[src/rtl/uart_rx_ctrl_pkg.sv]
// Shared UART definitions: receiver state encoding and default frame timing,
// common to the transmitter and receiver sides.
package uart_rx_ctrl_pkg;

    localparam int DEFAULT_CLKS_PER_BIT = 868;
    localparam int DEFAULT_DATA_BITS    = 8;

    typedef enum logic [2:0] {
        IDLE  = 3'd0,
        START = 3'd1,
        DATA  = 3'd2,
        STOP  = 3'd3,
        BREAK = 3'd4
    } rx_state_t;

endpackage

[src/rtl/uart_rx_ctrl_sync_2ff.sv]
// Two-flop synchroniser for the asynchronous serial line; resets to the idle
// (high) level so reset never looks like a start bit.
module sync_2ff (
    input  logic clk,
    input  logic rst,
    input  logic d,
    output logic q
);

    logic meta;

    // Shift the raw line through two flops to settle metastability
    always_ff @(posedge clk) begin
        if (rst) begin
            meta <= 1'b1;
            q    <= 1'b1;
        end else begin
            meta <= d;
            q    <= meta;
        end
    end

endmodule

[src/rtl/uart_rx_ctrl.sv]
// UART receive sequencer: qualifies the start bit, times mid-bit samples,
// strobes each data bit into the external SIPO and checks the stop bit.
module uart_rx_ctrl
    import uart_rx_ctrl_pkg::*;
#(
    parameter int CLKS_PER_BIT = DEFAULT_CLKS_PER_BIT,
    parameter int DATA_BITS    = DEFAULT_DATA_BITS
) (
    input  logic clk,
    input  logic rst,
    input  logic rxin,
    input  logic en,
    output logic shift,
    output logic rx_bit,
    output logic busy,
    output logic done,
    output logic frame_err
);

    localparam int CNT_W = $clog2(CLKS_PER_BIT);
    localparam int IDX_W = $clog2(DATA_BITS + 1);

    localparam logic [CNT_W-1:0] BIT_LAST  = CNT_W'(CLKS_PER_BIT - 1);
    localparam logic [CNT_W-1:0] HALF_LAST = CNT_W'((CLKS_PER_BIT / 2) - 1);
    localparam logic [IDX_W-1:0] IDX_LAST  = IDX_W'(DATA_BITS - 1);

    rx_state_t        state;
    rx_state_t        state_nxt;
    logic [CNT_W-1:0] bit_cnt;
    logic [CNT_W-1:0] cnt_nxt;
    logic [IDX_W-1:0] bit_idx;
    logic [IDX_W-1:0] idx_nxt;
    logic             rxs;
    logic             shift_nxt;
    logic             rx_bit_nxt;
    logic             done_nxt;
    logic             err_nxt;

    sync_2ff u_sync (
        .clk (clk),
        .rst (rst),
        .d   (rxin),
        .q   (rxs)
    );

    // State, counters and the registered one-cycle strobes
    always_ff @(posedge clk) begin
        if (rst) begin
            state     <= IDLE;
            bit_cnt   <= '0;
            bit_idx   <= '0;
            shift     <= 1'b0;
            rx_bit    <= 1'b0;
            done      <= 1'b0;
            frame_err <= 1'b0;
        end else begin
            state     <= state_nxt;
            bit_cnt   <= cnt_nxt;
            bit_idx   <= idx_nxt;
            shift     <= shift_nxt;
            rx_bit    <= rx_bit_nxt;
            done      <= done_nxt;
            frame_err <= err_nxt;
        end
    end

    // Next state and bit timing; counters clear on every terminal count
    always_comb begin
        state_nxt = state;
        cnt_nxt   = bit_cnt;
        idx_nxt   = bit_idx;
        case (state)
            IDLE: begin
                cnt_nxt = '0;
                if (en && !rxs) begin
                    state_nxt = START;
                end
            end
            START: begin
                if (bit_cnt == HALF_LAST) begin
                    cnt_nxt   = '0;
                    idx_nxt   = '0;
                    state_nxt = rxs ? IDLE : DATA;
                end else begin
                    cnt_nxt = bit_cnt + 1'b1;
                end
            end
            DATA: begin
                if (bit_cnt == BIT_LAST) begin
                    cnt_nxt = '0;
                    idx_nxt = bit_idx + 1'b1;
                    if (bit_idx == IDX_LAST) begin
                        state_nxt = STOP;
                    end
                end else begin
                    cnt_nxt = bit_cnt + 1'b1;
                end
            end
            STOP: begin
                if (bit_cnt == BIT_LAST) begin
                    cnt_nxt   = '0;
                    state_nxt = rxs ? IDLE : BREAK;
                end else begin
                    cnt_nxt = bit_cnt + 1'b1;
                end
            end
            BREAK: begin
                cnt_nxt = '0;
                if (rxs) begin
                    state_nxt = IDLE;
                end
            end
            default: begin
                state_nxt = IDLE;
                cnt_nxt   = '0;
                idx_nxt   = '0;
            end
        endcase
    end

    // Strobe conditions at the sample points, plus the busy flag
    always_comb begin
        shift_nxt  = (state == DATA) && (bit_cnt == BIT_LAST);
        rx_bit_nxt = shift_nxt && rxs;
        done_nxt   = (state == STOP) && (bit_cnt == BIT_LAST) && rxs;
        err_nxt    = (state == STOP) && (bit_cnt == BIT_LAST) && !rxs;
        busy       = (state != IDLE);
    end

endmodule

[config.mk]
export PLATFORM = sky130hd
export DESIGN_NAME = uart_rx_ctrl
export DESIGN_NICKNAME = d
export VERILOG_FILES = /design/src/rtl/uart_rx_ctrl_pkg.sv /design/src/rtl/uart_rx_ctrl_sync_2ff.sv /design/src/rtl/uart_rx_ctrl.sv
export SDC_FILE = /design/constraint.sdc
export NUM_CORES = 1
export LEC_CHECK = 0
export BUFFER_PORTS_ARGS = -buffer_cell sky130_fd_sc_hd__buf_4
export CAP_MARGIN = 20
export CORE_ASPECT_RATIO = 0.8
export CORE_MARGIN = 5
export CORE_UTILIZATION = 56
export DETAILED_ROUTE_END_ITERATION = 6
export PLACE_DENSITY = 0.76
export SETUP_SLACK_MARGIN = 0.3
export SYNTH_ARGS = -nofsm -noshare
export SYNTH_HDL_FRONTEND = slang
export SYNTH_SLANG_ARGS = --single-unit
[constraint.sdc]
create_clock -name clk -period 1.9 [get_ports clk]
set_input_delay 0.285 -clock clk [delete_from_list [all_inputs] [get_ports clk]]
set_output_delay 0.285 -clock clk [all_outputs]
set_load 0.05 [all_outputs]
==> impl_metrics.ini, run 1 <==
[clocking]
cts_tree = yes
cts.sink_count = 23
cts.htree.levels = 1
cts_inserted_buffers = 3
cts_root_buf = clkbuf_4
insertion_delay_ps = 320
clock_path_buffers = 2
clk_pin_slew_ps = 130

[yosys]
synthFlopType = dfxtp_1
syn-instance-count = 118
syn_area_um2 = 1027
synth-async-reset-ratio = 0
synth_top_family_by_area = simple AND/OR/NAND/NOR gates
synth-edff-count = 0
yosys.area_share.xor_xnor = 0.05968
yosys.area_share.simple = 0.2948
muxShareOfSynthArea = 0.009744
yosysSeqAreaShare = 0.4482
syn_avg_cell_area_um2 = 8.705
synth_compound_area_frac = 0.1145
synth.net_count = 125
ys_warn_count = 0
synth_area_leaders = dfxtp_1, nor2_1, ha_1, nand2_1, nand4_1
ys_seq_elements = 23
ys_types = 32
netlist.top_cell.by_area = dfxtp_1
synth_top_area_frac = 0.4482
synth_fa_ha_area_frac = 0.03654

[global_routing]
antenna_found_initial = 0
grt_pass1_wl_mm = 3.594
overflow = 0
grt_pass1_vias = 831
grt_max_degree = 14
grt_usage = 0.1622

[timing]
report.final.slew_viol_count = 0
finalCritPeriodShare = 0.8759
rsz0062_at_grt = true
hold_violations = 0
tightest_slew_ps = 319.5
setup_violations = 0
holdWs_ps = 143.4
fmax_mhz = 600.9
finalSetupTns_ps = 0
period_minus_slack_ps = 1664
finClkSkew_ps = 11.70
slew_headroom = 0.7862

[power_and_ir_drop]
p_sw_frac = 0.2217
p_comb_frac = 0.043
power.switching_w = 0.0001644
pwr_density_cell_nw_per_um2 = 577.7
leakagePower_nw = 0.4828
p_int_w = 0.0005772
seq_power_share = 0.658
pwr-share-clk = 0.299
vdd_drop_max_v = 0.0005267

[floorplan]
initial_core_util = 0.6131
coreArea_um2 = 1675
fp.dieW_um = 57.89
fp.dieArea_um2 = 2796
io_pins = 9
die_h_um = 48.31
fp-row-count = 13

[routing]
dr.pass1.iters = 4
drt-wirelength-per-cell_um = 14.31
wl_mm = 2.289
ant_nets = 0
num_vias = 864
first_iter_violations = 16
vias_per_cell = 5.400
drc = 0

[placed_design]
gp_congestion = 0.7932
dpl.hpwl_mm = 1.507
placed_cell_area_um2 = 1112
io_buffer_count = 8

[cells_and_area]
synthToLayoutAreaGrowth_pct = 24.97
antenna_cells = 0
fin_nets = 146
design_area_um2 = 1284
nFillCells = 113
multi_input_area_um2 = 585.6
final_layout_size_suffix_gt1_frac = 0.2971
seqCellArea_um2 = 470.5

[setup_path]
crit_path_max_fanout = 4
crit_chain = ha_4, and4bb_1, and4_4, nand2_4, or3_1, o211ai_1
arrival_ps = 1900
slowest_stage = dfxtp_4
max_stage_delay_ps = 390
cp_data_required_time_ps = 2130
worstSetupStartpointType = register
end_kind = register
setup.worst_path.class = register to register

[run_status]
outcome = finished, final reports clean

[min_path]
hp-class = input port to register

[flow_run]
cap_violations = 0
-- cell usage after synthesis, types with 2 or more instances --
library cell  instances
nand2_1              10
inv_1                 8
nand4_1               6
a31oi_1               2
nand3_1               5
a21boi_0              2
clkbuf_1              2
a211oi_1              2
xnor2_1               3
o21ai_0               4
nor2b_1               3
a21oi_1               4
nor2_1               18
or3_1                 3
xor2_1                4
ha_1                  3
dfxtp_1              23
or2_2                 2
-- layer usage --
| metal | part of all wire | up-vias | wire (µm) | track usage |
|---|---|---|---|---|
| met5 | 0 | - | 0 | 0 |
| met4 | 0 | 0 | 0 | 0.05019 |
| met2 | 0.50 | 21 | 1142 | 0.2575 |
| met3 | 0.034 | 0 | 78 | 0.05026 |
| li1 | - | 448 | - | - |
| met1 | 0.47 | 395 | 1068 | 0.2080 |
-- placed cells by master, fill, tap and decap left out, drive strengths merged, types with 2 or more instances in the layout --
master and instances:
nor2b 4, or2 2, a21boi 3, xnor2 3
nand4 6, a21oi 4, nand3 5, a31oi 2
nor3b 2, inv 8, xor2 4, buf 18
dfxtp 23, or3 3, o21ai 5, nor2 18
ha 3, a211oi 2, clkbuf 3, nand2 10
-- cell type report --
| type | count | area share |
|---|---|---|
| timing repair buffer | 18 | 0.1111 |
| clock buffer | 3 | 0.01754 |
| tap | 22 | 0.02144 |
| inverter | 8 | 0.02339 |
| sequential | 23 | 0.3665 |
| multi-input combinational | 85 | 0.4561 |
| clock inverter | 1 | 0.003899 |
-- final timing paths --
check                              endpoint        start  cells past startpoint  slack, ps
worst max-delay path             bit_idx[3]   bit_cnt[0]                      6        240
worst min register to register     u_sync.q  u_sync.meta                      1        450
worst max register to register   bit_idx[3]   bit_cnt[0]                      6        240
worst min-delay path            u_sync.meta         rxin                      2        140
-- critical path, delay by kind of cell (launching register included) --
| family | cells | cell delay, ps |
|---|---|---|
| flops | 1 | 390 |
| simple gates | 4 | 960 |
| compound gates | 1 | 90 |
| fa+ha+maj | 1 | 130 |
-- sequential cells by signal, indices dropped and copies added (netlist names) --
name         flops
state            3
u_sync.q         1
frame_err        1
rx_bit           1
bit_cnt         10
shift            1
u_sync.meta      1
done             1
bit_idx          4
-- power groups by stage --
stage	clock (W)	sequential [W]	combinational, W
after floorplan	0	0.000498	0.0000177
after global placement	0	0.000501	0.0000259
after detailed placement	0	0.000501	0.0000263
after CTS	0.000227	0.000489	0.0000286
after global routing	0.000254	0.000489	0.0000353
final	0.000222	0.000488	0.0000318
-- through the flow --
step	setup slack (ps)	util	std cells	total power, W
after floorplan	308.3	-	118	0.0005157
after CTS	261.9	0.7155	155	0.0007452
after global routing	172.2	0.7662	160	0.0007780
final	235.8	0.7662	160	0.0007416
after detailed placement	147.0	0.6639	146	0.0005273
after global placement	243.3	0.6639	146	0.0005265
-- logic make-up after synthesis --
kind of cell,count (synthesis)
AND/OR/NAND/NOR,56
XOR/XNOR,7
multiplexers,1
flip-flops,23
buffers and inverters,10
AO/OA/AOI/OAI,18
adder cells (fa/ha/maj),3
-- repair_timing --
| item | 4_1_cts | 5_1_grt |
|---|---|---|
| setup buffers | 5 | 5 |
| pin swaps | 4 | 9 |
| gates resized for setup | 6 | 15 |
| hold buffers | 0 | 0 |
| endpoints found under the setup margin | 14 | 17 |
Note: power is estimated with default switching activity, not from simulation.
==> inputs of run 2 (changes only) <==
Settings changed: CORE_ASPECT_RATIO 0.8 to unset, HOLD_SLACK_MARGIN set to 0.03.
==> run 2 against run 1 <==
Utilization fell by 3.2 points. Critical endpoint is now state[0]. Sequential power barely moved. Critical path type unchanged. Sequential share of layout area rose by 0.075 points. Largest power group unchanged. Global-route usage rose by 0.60 points.
==> impl_metrics.ini, run 2 (same netlist as run 1, synthesis figures left out) <==
[run_status]
outcome = finished, final reports clean

[global_routing]
grt_pass1_vias = 833
grt_util_met3 = 0.04274
overflow = 0
grt_pass1_wl_mm = 3.463
met2_usage = 0.3017
met1_usage = 0.1788
grt_max_degree = 13
grt_usage = 0.1682
busiest_layer = met2
antenna_found_initial = 0

[min_path]
hp-class = input port to register

[setup_path]
crit_path_max_fanout = 4
arrival_ps = 1910
worstSetupStartpointType = register
cp_data_required_time_ps = 2150
cp.buffers_inverters = 0
critPathTopFamily = simple AND/OR/NAND/NOR gates
end_kind = register
max_stage_delay_ps = 380
setup.worst_path.class = register to register
slowest_stage = dfxtp_4
crit_chain = ha_4, and4bb_1, and4_4, nor2b_2, a2111o_1, a21oi_2

[timing]
finalSetupTns_ps = 0
finalCritPeriodShare = 0.8770
fmax_mhz = 600.1
rsz0062_at_grt = true
period_minus_slack_ps = 1666
finClkSkew_ps = 3.667
tightest_slew_ps = 374.4
hold_violations = 0
slew_headroom = 0.7501
setup_violations = 0
report.final.slew_viol_count = 0

[cells_and_area]
final_layout_size_suffix_gt1_frac = 0.2628
top_regs = bit_cnt: 10 flops, bit_idx: 4 flops, state: 3 flops
synthToLayoutAreaGrowth_pct = 23.39
final_cell_mix = dfxtp_1, nor2_1, buf_4, nand2_1, inv_1
fin_nets = 145
seqCellArea_um2 = 465.4
regMostFlops = bit_cnt
antenna_cells = 0
largest_register_ffs = 10
layout_commonest_cell = dfxtp_1
multi_input_area_um2 = 579.3
nFillCells = 138

[floorplan]
initial_core_util = 0.5949
fp.dieArea_um2 = 2791
die_h_um = 52.83
fp.dieW_um = 52.83
fp-row-count = 15
io_pins = 9
coreArea_um2 = 1727

[clocking]
cts_inserted_buffers = 3
ctsHoldBuffers = 0
clk_pin_slew_ps = 120
cts_tree = yes
clock_path_buffers = 2
insertion_delay_ps = 310
cts.sink_count = 23
cts_root_buf = clkbuf_4
cts.htree.levels = 1

[placed_design]
dpl.hpwl_mm = 1.397
io_buffer_count = 8
gp_congestion = 0.8254

[power_and_ir_drop]
vdd_drop_max_v = 0.0004878
power_w = 0.0007453
leakagePower_nw = 0.4619
pwr_density_cell_nw_per_um2 = 588.1

[flow_run]
cap_violations = 0

[routing]
ant_nets = 0
dr.pass1.iters = 5
drc = 0
drt-wirelength-per-cell_um = 14.49
first_iter_violations = 25
num_vias = 908
vias_per_cell = 5.605
wl_mm = 2.348
## run 2: changes by cell type in the layout (fill, tap and decap cells not counted), sizes merged
cell	change
buf	-1
clkinv	-1
clkbuf	+1
## run 2: final timing paths
kind	slack, ps	cells past startpoint	end	from
worst max-delay path	230	6	state[0]	bit_cnt[1]
worst min-delay path	150	2	u_sync.meta	rxin
worst max register to register	230	6	state[0]	bit_cnt[1]
worst min register to register	440	1	u_sync.q	u_sync.meta
## run 2: layout make-up
cell class | instances | share of cell area
Clock buffer | 4 | 0.02073
Tap cell | 25 | 0.02468
Sequential cell | 23 | 0.3672
Timing Repair Buffer | 17 | 0.1066
Inverter | 8 | 0.02369
Multi-Input combinational cell | 85 | 0.4571
## run 2: per-stage QoR
stage | std cells | setup slack [ps] | area, µm² | hold slack [ps] | util
after global placement | 150 | 255.0 | 1124 | 395.6 | 0.6507
after CTS | 159 | 254.7 | 1201 | 149.1 | 0.6957
after detailed placement | 150 | 183.4 | 1124 | 395.3 | 0.6507
final | 162 | 233.7 | 1267 | 151.5 | 0.7341
after global routing | 162 | 108.0 | 1267 | 144.1 | 0.7341
after floorplan | 118 | 308.3 | 1032 | 354.1 | -
## run 2: repair_timing
action,4_1_cts,5_1_grt
setup endpoints to repair,12,17
cloned,0,1
gates resized for setup,2,13
setup buffers,5,2
pin swaps,2,6
## run 2: power breakdown
| part | switching, W | leakage (nW) | internal, W |
|---|---|---|---|
| sequential | 0.00000486 | 0.187 | 0.000484 |
| clock | 0.000141 | 0.0150 | 0.0000822 |
| combinational | 0.0000180 | 0.260 | 0.0000156 |
## run 2: worst reg2reg max path, delay by kind of cell, from the launching register on
family | cells | cell delay [ps]
AND/OR/NAND/NOR | 3 | 550
AO/OA/AOI/OAI | 2 | 530
flip-flops | 1 | 380
adder cells (fa/ha/maj) | 1 | 130
## run 2: routing by layer
layer / part of all wire / up-vias
met2: 0.51 / 38
met3: 0.054 / 11
met1: 0.41 / 412
met5: 0 / -
met4: 0.030 / 0
li1: - / 447
==> inputs of run 3 (changes only) <==
Settings changed: PLACE_DENSITY 0.76 to 0.78.
==> run 3 against run 2 <==
Sequential cell count unchanged. Combinational power is 10% lower. Clock power about the same. Utilization fell by 1.4 points. Sequential share of layout area rose by 1.0 points. Die area did not move. Wire length down 16%. Clock skew is 0.52 ps lower. Critical endpoint unchanged. Cell count decreased by 2.5%.
==> impl_metrics.ini, run 3 (same netlist as run 1, synthesis figures left out) <==
[routing]
vias_per_cell = 5.487
ant_nets = 0
wl_mm = 1.972
first_iter_violations = 14
num_vias = 867
dr.pass1.iters = 5
drt-wirelength-per-cell_um = 12.48
drc = 0

[placed_design]
gp_congestion = 0.8368
dpl.hpwl_mm = 1.304
pre_cts_slack_ps = 216.8
io_buffer_count = 8
placedCellCount = 150

[setup_path]
worstSetupStartpointType = register
reg2reg_slack_ps = 260
cp_data_required_time_ps = 2160
r2r_start = bit_cnt[1]
arrival_ps = 1890
crit_path_max_fanout = 4
worstReg2RegEnd = state[0]
end_kind = register
reg2reg_depth = 6
setup.worst_path.class = register to register

[flow_run]
cap_violations = 0

[cells_and_area]
final_cell_mix = dfxtp_1, nor2_1, buf_4, inv_1, nand2_1
final_layout_size_suffix_gt1_frac = 0.2406
largest_register_ffs = 10
fin_nets = 141
layout_commonest_cell = dfxtp_1
synthToLayoutAreaGrowth_pct = 21.07
nFillCells = 130
regMostFlops = bit_cnt
finalNonFillerCells = 158
top_regs = bit_cnt: 10 flops, bit_idx: 4 flops, state: 3 flops
antenna_cells = 0

[floorplan]
io_pins = 9
coreArea_um2 = 1727
fp.dieW_um = 52.83
fp.dieArea_um2 = 2791
die_h_um = 52.83
fp-row-count = 15
initial_core_util = 0.5949

[min_path]
hp-start = rxin
worstHoldEndpoint = u_sync.meta
hp-class = input port to register
hold_depth = 2

[clocking]
ctsHoldBuffers = 0
cts_root_buf = clkbuf_4
clk_pin_slew_ps = 120
insertion_delay_ps = 310
clock_path_buffers = 2
cts_inserted_buffers = 3
cts_tree = yes
cts.sink_count = 23
cts.htree.levels = 1

[global_routing]
grt_usage = 0.1568
grt_max_degree = 14
grt_pass1_wl_mm = 3.249
grt_pass1_vias = 780
antenna_found_initial = 0
overflow = 0

[timing]
slew_headroom = 0.7623
report.final.slew_viol_count = 0
finalCritPeriodShare = 0.8608
holdWs_ps = 146.1
tightest_slew_ps = 355.9
period_minus_slack_ps = 1636
fin_ws_ps = 264.4
fmax_mhz = 611.4
finalSetupTns_ps = 0
setup_violations = 0
hold_violations = 0
rsz0062_at_grt = true
finClkSkew_ps = 3.151

[power_and_ir_drop]
pwr_density_cell_nw_per_um2 = 596.7
seq_power_share = 0.657
p_sw_frac = 0.2250
vdd_drop_max_v = 0.0004433
p_comb_frac = 0.041
power_w = 0.0007421
pwr-share-clk = 0.303
p_int_w = 0.0005752
power.switching_w = 0.0001670
leakagePower_nw = 0.4433

[run_status]
outcome = finished, final reports clean
run 3: power groups by stage:
| stage | clock network [W] | logic, W | registers [W] |
|---|---|---|---|
| after floorplan | 0 | 0.0000177 | 0.000498 |
| after global placement | 0 | 0.0000260 | 0.000500 |
| after detailed placement | 0 | 0.0000268 | 0.000500 |
| after CTS | 0.000232 | 0.0000291 | 0.000489 |
| after global routing | 0.000254 | 0.0000329 | 0.000489 |
| final | 0.000225 | 0.0000301 | 0.000487 |
run 3: metal layers:
metal	GRT usage	wire, µm
met5	0	0
met4	0.07660	48
met3	0.02564	80
met2	0.2707	969
met1	0.1851	873
run 3: worst max-delay path, cell delays in order (launching register included):
cell and delay [ps]:
dfxtp_4 390, ha_4 140, and4bb_1 230, and4_4 280, nor2b_4 60, a2111o_1 350, a21oi_1 120
run 3: how the worst max path moves through the flow:
stage          startpoint    endpoint
2_1_floorplan  bit_cnt[0]    state[0]
3_3_place_gp   bit_cnt[0]    state[0]
3_5_place_dp   bit_cnt[0]  bit_cnt[3]
4_1_cts        bit_cnt[1]    state[0]
5_1_grt        bit_cnt[1]    state[1]
6_report       bit_cnt[1]    state[0]
run 3: cell type report:
type / instances / area, µm² / share of cell area
clock inverters: 1 / 5.005 / 0.004024
inverters: 8 / 30.03 / 0.02414
flip-flops and latches: 23 / 469.2 / 0.3773
well taps: 25 / 31.28 / 0.02515
multi-input cells: 85 / 584.3 / 0.4698
repair buffers: 13 / 101.3 / 0.08149
clock buffers: 3 / 22.52 / 0.01811
run 3: what timing repair did:
| action | 4_1_cts | 5_1_grt |
|---|---|---|
| gates cloned | 0 | 0 |
| endpoints found under the setup margin | 12 | 16 |
| resized for setup | 4 | 10 |
| pin swaps | 1 | 5 |
| buffers inserted | 2 | 2 |
run 3: per-stage QoR:
step                        util  instance area (µm²)
after floorplan                -                 1032
after global placement    0.6507                 1124
after detailed placement  0.6507                 1124
after CTS                 0.6920                 1195
after global routing      0.7203                 1244
final                     0.7203                 1244
